$ cat config.mk
export PLATFORM = sky130hd
export DESIGN_NAME = hw2_func_lut_seq
export DESIGN_NICKNAME = d
export VERILOG_FILES = /design/src/rtl/hw2_func_lut_seq.sv
export SDC_FILE = /design/constraint.sdc
export NUM_CORES = 1
export LEC_CHECK = 0
export ABC_AREA = 1
export CORE_MARGIN = 3
export CORE_UTILIZATION = 40
export DETAILED_ROUTE_END_ITERATION = 10
export GPL_TIMING_DRIVEN = 0
export PLACE_DENSITY = 0.71
export SETUP_SLACK_MARGIN = 0.15
export SYNTH_ARGS = -nofsm -noshare
export SYNTH_HDL_FRONTEND = slang
export SYNTH_SLANG_ARGS = --single-unit
export TNS_END_PERCENT = 100
$ cat constraint.sdc
create_clock -name clk -period 1.3 [get_ports clk]
set_input_delay 0.325 -clock clk [delete_from_list [all_inputs] [get_ports clk]]
set_output_delay 0.325 -clock clk [all_outputs]
set_load 0.005 [all_outputs]
$ cat src/rtl/hw2_func_lut_seq.sv
// hw2_func_lut_seq: programmable N-input LUT with a serially loaded shadow table, a valid/ready output register and a saturating count of delivered 1s.
module hw2_func_lut_seq #(
  parameter int N_IN = 4,
  parameter logic [2**N_IN-1:0] INIT_TABLE = 16'h3F75,
  parameter int CNT_W = 8
) (
  input  logic             clk,
  input  logic             rst,
  input  logic             cfg_start_i,
  input  logic             cfg_valid_i,
  input  logic             cfg_bit_i,
  output logic             cfg_busy_o,
  output logic             cfg_done_o,
  input  logic             in_valid_i,
  output logic             in_ready_o,
  input  logic [N_IN-1:0]  in_vec_i,
  output logic             out_valid_o,
  input  logic             out_ready_i,
  output logic             out_f_o,
  input  logic             cnt_clr_i,
  output logic [CNT_W-1:0] true_cnt_o
);
  localparam int T = 2**N_IN;
  typedef enum logic [1:0] {IDLE, LOAD, SWAP} state_t;
  state_t state_q, state_d;
  logic [T-1:0] act_q, act_d, shd_q, shd_d;
  logic [N_IN-1:0] idx_q, idx_d;
  logic out_valid_q, out_valid_d, out_f_q, out_f_d;
  logic [CNT_W-1:0] cnt_q, cnt_d;
  logic accept, deliver;
  always_comb begin
    state_d = state_q;
    act_d = act_q;
    shd_d = shd_q;
    idx_d = idx_q;
    case (state_q)
      IDLE: if (cfg_start_i) begin
        state_d = LOAD;
        idx_d = '0;
        shd_d = '0;
      end
      LOAD: if (cfg_start_i) begin
        idx_d = '0;
        shd_d = '0;
      end else if (cfg_valid_i) begin
        shd_d[idx_q] = cfg_bit_i;
        idx_d = idx_q + N_IN'(1);
        state_d = &idx_q ? SWAP : LOAD;
      end
      SWAP: begin
        act_d = shd_q;
        state_d = IDLE;
      end
      default: state_d = IDLE;
    endcase
  end
  assign in_ready_o = !out_valid_q || out_ready_i;
  assign accept = in_valid_i && in_ready_o;
  assign deliver = out_valid_q && out_ready_i && out_f_q;
  // a vector accepted during SWAP still sees act_q, the old table
  always_comb begin
    out_f_d = accept ? act_q[in_vec_i] : out_f_q;
    out_valid_d = accept ? 1'b1 : (out_ready_i ? 1'b0 : out_valid_q);
    cnt_d = cnt_clr_i ? '0 : ((deliver && !(&cnt_q)) ? cnt_q + CNT_W'(1) : cnt_q);
  end
  always_ff @(posedge clk) begin
    if (rst) begin
      state_q <= IDLE;
      act_q <= INIT_TABLE;
      shd_q <= '0;
      idx_q <= '0;
      out_valid_q <= 1'b0;
      out_f_q <= 1'b0;
      cnt_q <= '0;
    end else begin
      state_q <= state_d;
      act_q <= act_d;
      shd_q <= shd_d;
      idx_q <= idx_d;
      out_valid_q <= out_valid_d;
      out_f_q <= out_f_d;
      cnt_q <= cnt_d;
    end
  end
  assign cfg_busy_o = state_q != IDLE;
  assign cfg_done_o = state_q == SWAP;
  assign out_valid_o = out_valid_q;
  assign out_f_o = out_f_q;
  assign true_cnt_o = cnt_q;
endmodule

Word level (Yosys, flattened, before mapping) --
Index checks and enable logic that the tools add are counted.
Word-level totals: register bits after elaboration 48, input bits 12, output and inout port bits 13
Operators by class: magnitude comparators 3, add/subtract/negate cells 2, muxes and demuxes 20, equal/unequal tests 6, reduce and logical (&&, ||, !) cells 17
Operators with widths (number):
- $mux W16 | 3
- $pmux W16 S2 | 1
- $bwmux W16 | 1
- $mux W4 | 3
- $lt A4 B5 Y1 const B | 2
- $add A8 B1 Y8 const B | 1
- $mux W2 | 4
- $pmux W4 S2 | 1
- $reduce_and A8 Y1 | 1
- $ne A2 B2 Y1 const B | 3
- $reduce_and A3 Y1 | 2
- $reduce_bool A2 Y1 | 3
- $logic_and A1 B1 Y1 | 5
- $add A4 B1 Y4 const B | 1
- $bmux W1 S4 | 1
- $demux W1 S4 | 1
- $ge A4 B1 Y1 const B | 1
- $mux W1 | 4
- $pmux W2 S2 | 1
- $reduce_and A4 Y1 | 1
- $ne A3 B3 Y1 const B | 1
- $eq A2 B1 Y1 const B | 1
- $eq A2 B2 Y1 const B | 1
- $logic_not A1 Y1 | 2
- other kinds (3) | 3

Depth between registers and ports, before layout --
depth after elaboration 8, mapped depth 9, mapped depth without buffers 9

Least setup slack after synthesis --
No wires, ideal clock.
path type reg2reg, start reg cnt_q[1], in the netlist true_cnt_o[1], end reg cnt_q[1], in the netlist true_cnt_o[1], data required time 1184 ps, library setup time 116 ps, path slack 8 ps, arrival 1176 ps, cell stages (with the launch flop) 8, cells stage by stage dfxtp_1 > ha_1 > nand3_1 > nor2_2 > a21oi_1 > buf_6 > o21ai_0 > nor2_1
Between the ends: longest elaborated chain between the ends 3, elaborated cells on any way between the ends 4, those cells by class add/sub (1); reduce/logical (3)
RTL lines:
- start: declaration | RTL line 29 | logic [CNT_W-1:0] cnt_q, cnt_d;
- start signal: assignment | RTL line 82 | cnt_q <= cnt_d;
- parallel branches: the longest is 3 deep, another holds $add A8 B1 Y8
Several ways; the timed one is not identified. A chain may end at the register's enable or synchronous reset.

Worst setup path after layout --
start reg cnt_q[0], in the netlist true_cnt_o[0], end reg cnt_q[6], in the netlist true_cnt_o[6]
Same word-level chain as after synthesis.

==> results.md <==
- The run finished, with violations left.
- The checks that failed: setup timing.
- The clock passes through at most 2 buffers.
- The CTS tree is done.
- The routed layout has 2222 vias.
- The initial cell density of the core is 0.424.
- Timing would allow up to 724 MHz.
- The routed length on met3 is 231 µm.
- The first-pass detailed-route iteration total is 4.
- The weighted congestion at the end of routability-driven global placement is 0.805.
- The clock reaches the later pin of the worst-skew pair after 0.30 ns.
- The final number of max-transition violations is 0.
- On the final layout, the worst hold slack is 0.341 ns.
- The setup clock skew after layout is 0.00728 ns.
- The routed design has 5950 µm of wire.
- After the flow finishes, the layout carries non-filler instances totaling 445.
- For this run, the number of Yosys warnings is 0.
- The count of final hold-check violations is 0.
- STA classifies the critical path startpoint as a flip-flop.
- The total nets after synthesis is 326.
- The normalized max-slew margin is 0.745.
- The die covers 6480 µm².
- At the worst endpoint, the required time is 1.49 ns.
- In the post-route analysis, the smallest setup slack over all paths is -0.0815 ns.
- The uppermost layer routed is met4.
- The die is 80.5 µm wide.
- The data arrival time of the critical path is 1.57 ns.
- The die outline height is 80.5 µm.
- Synthesis produced 309 cells.
- In the final timing run, aggregate negative setup slack is -0.688 ns.
- Of the cells placed in the final design, the portion with a size suffix greater than 1 is 0.440.
- Dividing the final minimum period by the clock period gives 1.06.
- The instance area at placement is 2590 µm².
- In this run, the number of DRC markers left after iteration 0 of detailed routing was 79.
- The clock buffer count from CTS is 5.
- The placed instance count is 403.
- Once detail routing completed, the nets flagged for antenna violations numbered 0.
- The post-route cell area is 3360 µm².
- The worst hold path begins at rst.
- The routed length per placed instance is 13.4 µm.
- The power per standard cell area is 825 nW/µm².
- The area growth from synthesis to layout is 51.6%.
- The layout has 427 filler cells.
- Setup repair after global routing could not meet its margin everywhere.
- In this run the critical register-to-register path is launched from true_cnt_o[0].
- The share of the core filled with cells is 0.642.
- Entering global routing, the biggest net connects 15 pins.
- Across the run, the number of max-cap violations was 0.
- The time the final worst path needs with I/O delays and setup is 1.38 ns.
- The final layout net count is 391.
- The type of the worst setup path is flip-flop to flip-flop.
- The number of antenna diodes in the final layout is 0.
- The routed length on met2 is 3010 µm.
- Setup violations remaining at the end of the flow were counted as 17.
- The nature of the critical path endpoint is a flip-flop.
- The initial antenna violation count was 0.
- The clock sink count is 48.
- At the pin with the least slew margin, the transition time is 0.382 ns.
- 25 I/O pins were placed.
- Once detailed placement completed, the half-perimeter wirelength came to 3460 µm.
- After synthesis, the mean cell area works out to 7.18 µm².
- The via count of the first global-routing pass came to 1972.
- The worst hold path class is input pin to flip-flop.
- The wire length of the first global-routing pass is 8710 µm.
- At the placement stage, the worst setup path has a slack of -0.706 ns.
- Along the worst path, the maximum fanout reaches 5.
- The aggregate global routing overflow is 0.
- Input and output buffers added on the ports amount to 24.
- Yosys mapped the design onto 25 distinct sky130hd cell types.
- The number of placement rows is 26.
- The peak supply drop is 624 µV.
- In this run the cell area of the synthesized design comes to 2220 µm².
- The root buffer cell chosen for the clock tree is sky130_fd_sc_hd__clkbuf_8.
- After layout, the design draws a total of 2.77 mW.
- In the routed layout, each cell is associated on average with a via count of 4.99.
- In the global route stage, overall resource usage came out at 0.172.
- After clock tree synthesis, the clock-pin slew on the worst setup and hold paths is 0.09 ns.
- The clock tree synthesis step divided the H-tree into 2 levels.
- The launch point of the worst path is true_cnt_o[0].
- The fraction of the yosys area taken by sequential cells is 0.433.
- The detailed-route DRC error count is 0.
- The flop and latch count out of synthesis is 48.
- The cell leakage power is 1.47 nW.
- The wire length on met1 is 2550 µm.
- The core area is 5240 µm².
==> routing by layer <==
metal / global-route usage / vias to the layer above
li1: - / 1126
met1: 0.210 / 1039
met2: 0.288 / 43
met3: 0.0381 / 14
met4: 0.0726 / 0
met5: 0 / -
==> layout make-up <==
cell class | count | area, µm² | share of cell area
buffer | 7 | 80.1 | 0.0238
clock buffer | 7 | 76.3 | 0.0227
clock inverter | 1 | 5.00 | 0.00149
inverter | 48 | 204 | 0.0607
multi-input combinational | 206 | 1430 | 0.425
sequential | 48 | 992 | 0.295
tap | 70 | 87.6 | 0.0261
timing repair buffer | 58 | 489 | 0.146
==> cells in the mapped netlist <==
cell	count	share of area
sky130_fd_sc_hd__nor4_1	1	0.0028
sky130_fd_sc_hd__nand3b_1	1	0.0034
sky130_fd_sc_hd__clkbuf_1	1	0.0017
sky130_fd_sc_hd__o21ai_0	26	0.059
sky130_fd_sc_hd__inv_2	5	0.0085
sky130_fd_sc_hd__nand2_2	3	0.0085
sky130_fd_sc_hd__o211ai_1	8	0.027
sky130_fd_sc_hd__xor2_1	1	0.0039
sky130_fd_sc_hd__nor2_1	23	0.039
sky130_fd_sc_hd__nor3b_1	1	0.0034
sky130_fd_sc_hd__dfxtp_1	48	0.43
sky130_fd_sc_hd__inv_1	43	0.073
sky130_fd_sc_hd__xnor2_1	2	0.0079
sky130_fd_sc_hd__a21oi_1	34	0.077
sky130_fd_sc_hd__buf_6	2	0.010
sky130_fd_sc_hd__a211oi_1	3	0.010
sky130_fd_sc_hd__nor3_1	4	0.0090
sky130_fd_sc_hd__ha_1	5	0.028
sky130_fd_sc_hd__buf_2	4	0.0090
sky130_fd_sc_hd__or2_2	1	0.0028
sky130_fd_sc_hd__o21ai_1	1	0.0023
sky130_fd_sc_hd__nor2_2	2	0.0056
sky130_fd_sc_hd__nand2_1	64	0.11
sky130_fd_sc_hd__nor2_4	3	0.015
sky130_fd_sc_hd__nand3_1	23	0.052
==> sequential cells by signal, summed over array words and instances (netlist names) <==
signal       cells
out_valid_o      1
shd_q           16
out_f_o          1
state_q          2
idx_q            4
act_q           16
true_cnt_o       8
==> cell families after synthesis <==
| logic type | Yosys count | share of synthesized area |
|---|---|---|
| AOI/OAI and AO/OA | 72 | 0.175 |
| xor gates and xnor gates | 3 | 0.0118 |
| adders and majority gates | 5 | 0.0282 |
| buffers and inverters | 55 | 0.102 |
| DFF | 48 | 0.433 |
| and+or+nand+nor | 126 | 0.250 |
==> placed cells by master, fill, tap and decap left out, drive strengths merged <==
cell / count
dfxtp: 48
clkbuf: 8
nand3: 23
ha: 5
nor2: 28
clkdlybuf4s50: 5
nor4: 1
a211oi: 3
clkinvlp: 1
buf: 54
clkdlybuf4s15: 1
dlygate4sd2: 3
inv: 47
o211ai: 8
or2: 1
o21ai: 27
nand3b: 1
a21oi: 34
xnor2: 2
nand2: 67
nor3b: 1
dlymetal6s2s: 1
xor2: 1
nor3: 4
clkinv: 1
==> where the power goes <==
part / internal, mW / switching (mW) / leakage [nW]
registers: 1.48 / 0.0117 / 0.396
logic: 0.184 / 0.235 / 1.03
clock network: 0.379 / 0.485 / 0.0422
==> critical path, cell delays in order, from the launching register on <==
cell and delay [ns]:
sky130_fd_sc_hd__dfxtp_2 0.33, sky130_fd_sc_hd__buf_4 0.14, sky130_fd_sc_hd__ha_4 0.16, sky130_fd_sc_hd__nand3_4 0.06, sky130_fd_sc_hd__nor2_4 0.05, sky130_fd_sc_hd__a21oi_4 0.20, sky130_fd_sc_hd__buf_6 0.16, sky130_fd_sc_hd__nand2_2 0.06
sky130_fd_sc_hd__nand2_2 0.07, sky130_fd_sc_hd__a21oi_2 0.05
==> final timing paths <==
kind	endpoint	slack, ns	cells past startpoint
min reg2reg	act_q[1]	0.45	2
min	out_valid_o	0.34	2
max	true_cnt_o[6]	-0.08	9
max reg2reg	true_cnt_o[6]	-0.08	9
==> what timing repair did <==
| item | CTS | global route |
|---|---|---|
| setup buffers | 20 | 13 |
| pin swaps | 14 | 17 |
| hold buffers | 0 | 0 |
| setup endpoints to repair | 60 | 47 |
| gates cloned | 1 | 0 |
| resized for setup | 150 | 77 |
No activity file was read; power rests on OpenSTA's default activity.
